$ cat src/rtl/acumulador_pkg.sv
// Shared types for the acumulador signed accumulator.
// Holds the default width, FSM state type and flag bundle.
package acumulador_pkg;

  localparam int NUM_BITS_DEF = 8;
  localparam int CNT_BITS_DEF = 4;

  typedef enum logic [1:0] {
    IDLE  = 2'd0,
    ACCUM = 2'd1,
    DONE  = 2'd2
  } state_e;

  typedef struct packed {
    logic Z;
    logic N;
    logic P;
    logic V;
  } flags_t;

  localparam flags_t FLAGS_CLR = '{Z: 1'b1, N: 1'b0, P: 1'b1, V: 1'b0};

endpackage

$ cat src/rtl/acumulador_if.sv
// Control, operand and result handshake bundle for acumulador.
// master drives requests/operands; slave is the accumulator.
interface acumulador_if
  import acumulador_pkg::*;
#(
  parameter int NUM_BITS = NUM_BITS_DEF,
  parameter int CNT_BITS = CNT_BITS_DEF
) ();

  logic                       start;
  logic [CNT_BITS-1:0]        count;
  logic                       busy;
  logic                       in_valid;
  logic signed [NUM_BITS-1:0] in_data;
  logic                       in_ready;
  logic                       out_valid;
  logic                       out_ready;
  logic signed [NUM_BITS-1:0] S;
  logic                       Z;
  logic                       N;
  logic                       P;
  logic                       V;

  modport master (
    output start, count, in_valid, in_data, out_ready,
    input  busy, in_ready, out_valid, S, Z, N, P, V
  );

  modport slave (
    input  start, count, in_valid, in_data, out_ready,
    output busy, in_ready, out_valid, S, Z, N, P, V
  );

endinterface

$ cat src/rtl/acc_somador.sv
// Combinational signed adder: raw NUM_BITS sum plus
// two's-complement overflow detection.
module acc_somador #(
  parameter int NUM_BITS = 8
) (
  input  logic signed [NUM_BITS-1:0] a_i,
  input  logic signed [NUM_BITS-1:0] b_i,
  output logic signed [NUM_BITS-1:0] sum_o,
  output logic                       ovf_o
);

  localparam int MSB = NUM_BITS - 1;

  assign sum_o = a_i + b_i;

  // Same-sign operands whose sum flips sign overflowed.
  assign ovf_o = (a_i[MSB] == b_i[MSB]) &&
                 (sum_o[MSB] != a_i[MSB]);

endmodule

$ cat src/rtl/acumulador.sv
// Signed beat accumulator with start/count control and flags.
// Define ACUMULADOR_SATURATE_EN to clamp on overflow instead of wrapping.
module acumulador
  import acumulador_pkg::*;
#(
  parameter int NUM_BITS = NUM_BITS_DEF,
  parameter int CNT_BITS = CNT_BITS_DEF
) (
  input  logic         clock,
  input  logic         reset,
  acumulador_if.slave  bus
);

  localparam int MSB = NUM_BITS - 1;

  state_e                     state_q;
  logic signed [NUM_BITS-1:0] acc_q;
  logic signed [NUM_BITS-1:0] acc_d;
  logic [CNT_BITS-1:0]        rem_q;
  flags_t                     flags_q;
  flags_t                     flags_d;
  logic                       in_ready_q;
  logic                       out_valid_q;
  logic                       busy_q;

  logic signed [NUM_BITS-1:0] sum_w;
  logic                       ovf_w;
  logic                       beat_w;

  acc_somador #(
    .NUM_BITS (NUM_BITS)
  ) u_somador (
    .a_i   (acc_q),
    .b_i   (bus.in_data),
    .sum_o (sum_w),
    .ovf_o (ovf_w)
  );

`ifdef ACUMULADOR_SATURATE_EN
  localparam logic signed [NUM_BITS-1:0] MAX_POS =
    {1'b0, {(NUM_BITS-1){1'b1}}};
  localparam logic signed [NUM_BITS-1:0] MIN_NEG =
    {1'b1, {(NUM_BITS-1){1'b0}}};

  // Overflow direction follows the shared operand sign.
  always_comb begin
    acc_d = sum_w;
    if (ovf_w) begin
      acc_d = acc_q[MSB] ? MIN_NEG : MAX_POS;
    end
  end
`else
  assign acc_d = sum_w;
`endif

  always_comb begin
    flags_d   = flags_q;
    flags_d.Z = (acc_d == '0);
    flags_d.N = acc_d[MSB];
    flags_d.P = ~acc_d[0];
    flags_d.V = flags_q.V | ovf_w;
  end

  assign beat_w = bus.in_valid && in_ready_q;

  always_ff @(posedge clock or posedge reset) begin
    if (reset) begin
      state_q     <= IDLE;
      acc_q       <= '0;
      rem_q       <= '0;
      flags_q     <= FLAGS_CLR;
      in_ready_q  <= 1'b0;
      out_valid_q <= 1'b0;
      busy_q      <= 1'b0;
    end else begin
      unique case (state_q)
        IDLE: begin
          if (bus.start) begin
            acc_q   <= '0;
            flags_q <= FLAGS_CLR;
            busy_q  <= 1'b1;
            if (bus.count != '0) begin
              rem_q      <= bus.count;
              in_ready_q <= 1'b1;
              state_q    <= ACCUM;
            end else begin
              out_valid_q <= 1'b1;
              state_q     <= DONE;
            end
          end
        end
        ACCUM: begin
          if (beat_w) begin
            acc_q   <= acc_d;
            flags_q <= flags_d;
            rem_q   <= rem_q - CNT_BITS'(1);
            if (rem_q == CNT_BITS'(1)) begin
              in_ready_q  <= 1'b0;
              out_valid_q <= 1'b1;
              state_q     <= DONE;
            end
          end
        end
        DONE: begin
          // start is not looked at here, even on the handshake cycle.
          if (bus.out_ready) begin
            out_valid_q <= 1'b0;
            busy_q      <= 1'b0;
            state_q     <= IDLE;
          end
        end
        default: begin
          in_ready_q  <= 1'b0;
          out_valid_q <= 1'b0;
          busy_q      <= 1'b0;
          state_q     <= IDLE;
        end
      endcase
    end
  end

  assign bus.busy      = busy_q;
  assign bus.in_ready  = in_ready_q;
  assign bus.out_valid = out_valid_q;
  assign bus.S         = acc_q;
  assign bus.Z         = flags_q.Z;
  assign bus.N         = flags_q.N;
  assign bus.P         = flags_q.P;
  assign bus.V         = flags_q.V;

endmodule

$ cat src/flat_wrapper.sv
// flat-port wrapper written by rule: the top's interface ports become plain ports
module acumulador_flat import acumulador_pkg::*;
#(
  parameter int NUM_BITS = NUM_BITS_DEF,
  parameter int CNT_BITS = CNT_BITS_DEF
)
  (clock, reset, bus_start, bus_count, bus_in_valid, bus_in_data, bus_out_ready, bus_busy, bus_in_ready, bus_out_valid, bus_S, bus_Z, bus_N, bus_P, bus_V);
  acumulador_if #(.NUM_BITS(NUM_BITS), .CNT_BITS(CNT_BITS)) bus_i ();
  input  logic clock;
  input  logic reset;
  input wire logic [$bits(bus_i.start)-1:0] bus_start;
  input wire logic [$bits(bus_i.count)-1:0] bus_count;
  input wire logic [$bits(bus_i.in_valid)-1:0] bus_in_valid;
  input wire logic [$bits(bus_i.in_data)-1:0] bus_in_data;
  input wire logic [$bits(bus_i.out_ready)-1:0] bus_out_ready;
  output wire logic [$bits(bus_i.busy)-1:0] bus_busy;
  output wire logic [$bits(bus_i.in_ready)-1:0] bus_in_ready;
  output wire logic [$bits(bus_i.out_valid)-1:0] bus_out_valid;
  output wire logic [$bits(bus_i.S)-1:0] bus_S;
  output wire logic [$bits(bus_i.Z)-1:0] bus_Z;
  output wire logic [$bits(bus_i.N)-1:0] bus_N;
  output wire logic [$bits(bus_i.P)-1:0] bus_P;
  output wire logic [$bits(bus_i.V)-1:0] bus_V;
  assign bus_i.start = bus_start;
  assign bus_i.count = bus_count;
  assign bus_i.in_valid = bus_in_valid;
  assign bus_i.in_data = bus_in_data;
  assign bus_i.out_ready = bus_out_ready;
  assign bus_busy = bus_i.busy;
  assign bus_in_ready = bus_i.in_ready;
  assign bus_out_valid = bus_i.out_valid;
  assign bus_S = bus_i.S;
  assign bus_Z = bus_i.Z;
  assign bus_N = bus_i.N;
  assign bus_P = bus_i.P;
  assign bus_V = bus_i.V;
  acumulador #(.NUM_BITS(NUM_BITS), .CNT_BITS(CNT_BITS)) u_core (.clock(clock), .reset(reset), .bus(bus_i));
endmodule
$ cat config.mk
export PLATFORM = sky130hd
export DESIGN_NAME = acumulador_flat
export DESIGN_NICKNAME = d
export VERILOG_FILES = /design/src/rtl/acumulador_pkg.sv /design/src/rtl/acumulador_if.sv /design/src/rtl/acc_somador.sv /design/src/rtl/acumulador.sv /design/src/flat_wrapper.sv
export SDC_FILE = /design/constraint.sdc
export NUM_CORES = 1
export LEC_CHECK = 0
export BUFFER_PORTS_ARGS = -buffer_cell sky130_fd_sc_hd__buf_2
export CORE_UTILIZATION = 25
export DETAILED_ROUTE_END_ITERATION = 8
export GPL_TIMING_DRIVEN = 0
export SYNTH_ARGS = -nofsm -noshare
export SYNTH_HDL_FRONTEND = slang
export SYNTH_SLANG_ARGS = --single-unit
export TNS_END_PERCENT = 10
$ cat constraint.sdc
create_clock -name clock -period 4 [get_ports clock]
set_clock_uncertainty 0.15 [all_clocks]
set_input_delay 0.8 -clock clock [delete_from_list [all_inputs] [get_ports clock]]
set_output_delay 0.8 -clock clock [all_outputs]
set_load 0.005 [all_outputs]
==> impl_metrics.yaml, run 1 <==
critical_path:
  start_kind: "primary input"
  critPathMaxFanout: 2
  crit_required_ns: 4.02
  cp.arrival_ns: 2.71
  reg2regPathDepth: 7
  crit_path_cell_trace: "buf_2 > ha_1 > fa_1 > a211oi_1 > nor3b_1 > o31ai_1 > xnor2_1 > o41ai_2"
  cp_num_buf_inv: 1
  cp_slowest_cell: "fa_1"
  path_depth: 8
  worstSetupPathType: "primary input to register"
  cp_top_family: "compound AO/OA/AOI/OAI gates"
  ff2ff_setup_slack_ns: 1.50
  critical_path.max_stage_delay_ns: 0.41
  cp-end-kind: "register"
logic_synthesis:
  synth_flop_cell: "dfrtp_1"
  syn_inst: 143
  synthAdderAreaFrac: 0.09593
  syn_nets: 170
  ys_async_sr_fraction: 1.000
  syn_area_per_cell_sq_um: 9.668
  synth_top_family_by_area: "compound AO/OA/AOI/OAI gates"
  synth_seq_cells: 20
  yosysUniqueCellTypes: 47
  ys_top_cells_by_area: "dfrtp_1, ha_1, a21oi_1"
  synth_compound_area_frac: 0.2226
  netlist_area_sq_um: 1383
  synthDominantCellAreaShare: 0.3258
  synth-xor-area-share: 0.04796
  synth_edf_count: 0
  synthMuxAreaShare: 0.01538
  synth_top_cell_by_area: "dfrtp_1"
  ys_seq_area_frac: 0.3638
  synth_warnings: 0
  yosys.area_share.simple: 0.2127
cts:
  ctsHoldBuffers: 0
  cts_root_buf: "clkbuf_8"
  cts_tree: "done"
  numCtsBuffers: 3
  worstSkewPairLatency_ns: 0.27
  cts_setup_buffers: 0
  path_clk_slew_ns: 0.09
  cts.sinks: 20
  cts_buffer_depth: 2
  h-tree-depth: 1
  cts-resized-gates: 0
power:
  p_total_uw: 1263
  power_switching_uw: 511.7
  ir_drop_v: 0.0001872
  p_clk_frac: 0.167
  power.density_nw_per_um2: 744.5
  p_seq_frac: 0.296
  combinationalPowerShare: 0.537
  switching_share: 0.4051
  power.internal_uw: 751.4
  leakage_uw: 0.0007867
min_path:
  hp-class: "register to register"
  whs_path_depth: 2
detailed_routing:
  finalWirelength_mm: 3.277
  drc: 0
  vias_per_cell: 4.827
  wl_per_cell_um: 13.21
  ant_nets: 0
  vias: 1197
  drt_pre_antenna_iters: 4
  drt_iter0_drc: 66
sta:
  fmax_ghz: 0.3723
  final_hold_viol_count: 0
  fin_crit_ns: 2.686
  tightest_slew_ns: 0.8343
  rsz0062_at_grt: "false"
  drv_slew: 0
  setup-tns-final_ns: 0
  finalSetupViolations: 0
  worst_slack_ns: 1.314
  fin_crit_sh: 0.6716
  max_slew_margin: 0.4432
floorplan:
  io_pins: 32
  chipWidth_um: 76.37
  fp-row-count: 26
  dieArea_sq_um: 5832
  core_area_sq_um: 5205
  die_h_um: 76.37
  initial_core_util: 0.2656
grt:
  track_usage: 0.1145
  grt_pass1_wl_mm: 5.306
  antenna_found_initial: 0
  grt_pass1_vias: 1123
  grt_overflow: 0
  grt_max_degree: 21
final_layout:
  num-nets-final: 206
  antenna_cells: 0
  syn_to_final_growth_pct: 22.72
  drive_gt1_frac: 0.3034
placement:
  dp_hpwl_mm: 2.412
  dp_slack_ns: 1.088
  place_congestion: 0.8485
  port_buffers: 31
run_status:
  status: "finished clean"
flow_run:
  maxCapViolations: 0
## cells in the final DEF (no fill, tap or decap), types with 4 or more instances in the layout
| cell | n |
|---|---|
| dfrtp_1 | 18 |
| buf_2 | 32 |
| nand2_1 | 10 |
| nor2_1 | 14 |
| a21oi_1 | 12 |
| o21ai_0 | 8 |
| a22o_1 | 4 |
| or3_1 | 4 |
| nand3_1 | 4 |
| inv_1 | 7 |
| ha_1 | 9 |
## synthesized netlist by cell type, drive strengths merged (3+ instances only)
library cell,number
a21oi,12
a22o,4
buf,4
dfrtp,18
ha,9
inv,7
nand2,11
nand3,4
nor2,16
nor2b,3
o21ai,8
o31ai,3
or3,4
xnor2,3
## cells by family after synthesis
group	after synthesis
AO/OA/AOI/OAI	41
XOR/XNOR	6
adder cells (fa/ha/maj)	10
buffers and inverters	11
flip-flops	20
multiplexers	2
AND/OR/NAND/NOR	53
## routing by layer
layer | wire, um | track usage | vias up
li1 | - | - | 599
met1 | 1613 | 0.1558 | 571
met2 | 1496 | 0.1793 | 23
met3 | 134 | 0.02275 | 4
met4 | 33 | 0.04038 | 0
met5 | 0 | 0 | -
## metrics by stage
| stage | instance area, sq um | instances | hold slack (ns) | util |
|---|---|---|---|---|
| 4_1_cts | 1697 | 248 | 0.3546 | 0.3260 |
| 2_1_floorplan | 1383 | 143 | 0.3200 | - |
| 3_3_place_gp | 1625 | 244 | 0.3259 | 0.3123 |
| 6_report | 1697 | 248 | 0.3439 | 0.3260 |
| 5_1_grt | 1697 | 248 | 0.3935 | 0.3260 |
| 3_5_place_dp | 1625 | 244 | 0.3342 | 0.3123 |
## area by class of cell
cell class                 instances  area, sq um
tap                               70        87.58
buffer                             4        31.28
timing repair buffer              31        155.1
clock buffer                       3        41.29
clock inverter                     1        30.03
multi-input combinational        112        822.0
sequential                        20        503.0
inverter                           7        26.28
fill                             579         3508
## worst paths after layout
kind,start,endpoint
setup / recovery,bus_in_data[0],u_core.bus.Z$_DFFE_PP1P_
hold / removal,u_core.bus.V$_DFFE_PP0P_,u_core.bus.V$_DFFE_PP0P_
setup reg to reg,u_core.bus.S[0]$_DFFE_PP0P_,u_core.bus.Z$_DFFE_PP1P_
hold reg to reg,u_core.bus.V$_DFFE_PP0P_,u_core.bus.V$_DFFE_PP0P_
max in group asynchronous,reset,u_core.bus.S[5]$_DFFE_PP0P_
min in group asynchronous,reset,u_core.state_q[0]$_DFFE_PP0P_
## power groups by stage
stage / registers [uW] / clock network [uW] / logic, uW
4_1_cts: 373 / 216 / 685
6_report: 373 / 211 / 679
3_3_place_gp: 375 / 0 / 671
2_1_floorplan: 370 / 0 / 502
3_5_place_dp: 377 / 0 / 680
5_1_grt: 389 / 223 / 759
## flip-flops by register name, summed over array words and instances (netlist names)
signal and cells:
u_core.bus.S 8, u_core.rem_q 4, u_core.state_q 2, u_core.bus.P 1
u_core.bus.V 1, u_core.bus.Z 1, u_core.bus.busy 1, u_core.bus.in_ready 1
u_core.bus.out_valid 1
## tightest hold or removal path: stages, from the launching register on
cell     delay, ns
dfrtp_1       0.36
nand2_1       0.05
o21ai_0       0.06
(Power assumes the default switching activity.)
==> run 2, diff against run 1 <==
Clock period 4 ns to 2.4 ns, I/O delays scaled along.
==> impl_metrics.yaml, run 2 (synthesis gave the netlist of run 1 again) <==
cts:
  path_clk_slew_ns: 0.09
  numCtsBuffers: 3
  cts_tree: "done"
  ctsHoldBuffers: 0
  cts_buffer_depth: 2
  h-tree-depth: 1
  cts_root_buf: "clkbuf_8"
  worstSkewPairLatency_ns: 0.27
  cts.sinks: 20
final_layout:
  syn_to_final_growth_pct: 25.25
  drive_gt1_frac: 0.3352
  num-nets-final: 207
  postLayoutCoreUtil: 0.3327
  largest_reg_flops: 8
  antenna_cells: 0
  final_cell_mix: "buf_2, dfrtp_1, nor2_1"
  final_common_cell: "buf_2"
  fin_cells: 249
critical_path:
  worstSetupPathType: "register to register"
  critical_path.max_stage_delay_ns: 0.41
  cp_slowest_cell: "dfrtp_1"
  crit_path_cell_trace: "ha_2 > fa_2 > a211oi_4 > nor2_1 > xor2_1 > or3_1 > o41ai_2"
  cp.arrival_ns: 2.36
  cp_top_family: "adder cells"
  start_kind: "register"
  critPathMaxFanout: 3
  cp_num_buf_inv: 0
  crit_required_ns: 2.42
  cp-end-kind: "register"
sta:
  worst_slack_ns: 0.06126
  drv_slew: 0
  tightest_slew_ns: 0.8332
  fin_crit_ns: 2.339
  fin_crit_sh: 0.9745
  setup-tns-final_ns: 0
  finalSetupViolations: 0
  fmax_ghz: 0.4276
  max_slew_margin: 0.4439
  fin_hold_ws_ns: 0.2168
  final_hold_viol_count: 0
min_path:
  hp-class: "primary input to asynchronous set/reset pin"
floorplan:
  io_pins: 32
  dieArea_sq_um: 5832
  chipWidth_um: 76.37
  core_area_sq_um: 5205
  die_h_um: 76.37
  initial_core_util: 0.2656
  fp-row-count: 26
placement:
  place_congestion: 0.8485
  port_buffers: 31
  dp_hpwl_mm: 2.412
  dp.cells: 244
  dp_slack_ns: -0.1921
detailed_routing:
  drc: 0
  drt_pre_antenna_iters: 4
  drt_iter0_drc: 58
  wl_per_cell_um: 13.32
  ant_nets: 0
  vias: 1181
  vias_per_cell: 4.743
  finalWirelength_mm: 3.317
grt:
  grt_overflow: 0
  grt_pass1_wl_mm: 5.375
  grt_max_degree: 21
  antenna_found_initial: 0
  track_usage: 0.1158
  grt_pass1_vias: 1138
power:
  leakage_uw: 0.0007927
  power.density_nw_per_um2: 1255
  ir_drop_v: 0.0003150
run_status:
  status: "finished clean"
flow_run:
  maxCapViolations: 0
run 2: final timing paths:
check / from / endpoint / slack [ns] / cells past startpoint
worst max-delay path: u_core.bus.S[0]$_DFFE_PP0P_ / u_core.bus.Z$_DFFE_PP1P_ / 0.06 / 7
worst min-delay path: reset / u_core.state_q[0]$_DFFE_PP0P_ / 0.22 / 2
worst max register to register: u_core.bus.S[0]$_DFFE_PP0P_ / u_core.bus.Z$_DFFE_PP1P_ / 0.06 / 7
worst min register to register: u_core.bus.V$_DFFE_PP0P_ / u_core.bus.V$_DFFE_PP0P_ / 0.34 / 2
max in group asynchronous: reset / u_core.bus.S[7]$_DFFE_PP0P_ / 1.36 / 2
min in group clock: bus_count[0] / u_core.rem_q[0]$_DFFE_PP0P_ / 0.33 / 3
run 2: timing repair:
action | in CTS | in global routing
setup buffers | 1 | 0
pin swaps | 2 | 2
gates resized for setup | 2 | 4
setup endpoints to repair | 1 | 2
run 2: cell type report:
type                       count  area, sq um
clock buffer                   3        41.29
clock inverter                 1        30.03
multi-input combinational    112        849.6
timing repair buffer          32        162.7
tap                           70        87.58
fill                         577         3473
inverter                       7        26.28
buffer                         4        31.28
sequential                    20        503.0
run 2: layer usage:
layer	global-route usage	vias up	part of all wire
li1	-	598	-
met2	0.1811	22	0.46
met1	0.1581	557	0.50
met3	0.02275	4	0.038
met5	0	-	0
met4	0.04038	0	0.0099
run 2: worst register-to-register path, stage by stage, from the launching register on:
cell      delay [ns]
dfrtp_1         0.41
ha_2            0.21
fa_2            0.38
a211oi_4        0.25
nor2_1          0.10
xor2_1          0.16
or3_1           0.39
o41ai_2         0.21
run 2: power by group:
| part | internal (uW) | switching, uW | total [uW] |
|---|---|---|---|
| sequential | 493 | 129 | 622 |
| combinational | 579 | 621 | 1200 |
| clock | 223 | 127 | 350 |
run 2: metrics by stage:
stage | power, uW | instance area, sq um
floorplan | 1452 | 1383
global placement | 1743 | 1625
detailed placement | 1761 | 1625
CTS | 2158 | 1712
global route | 2358 | 1732
finish | 2173 | 1732
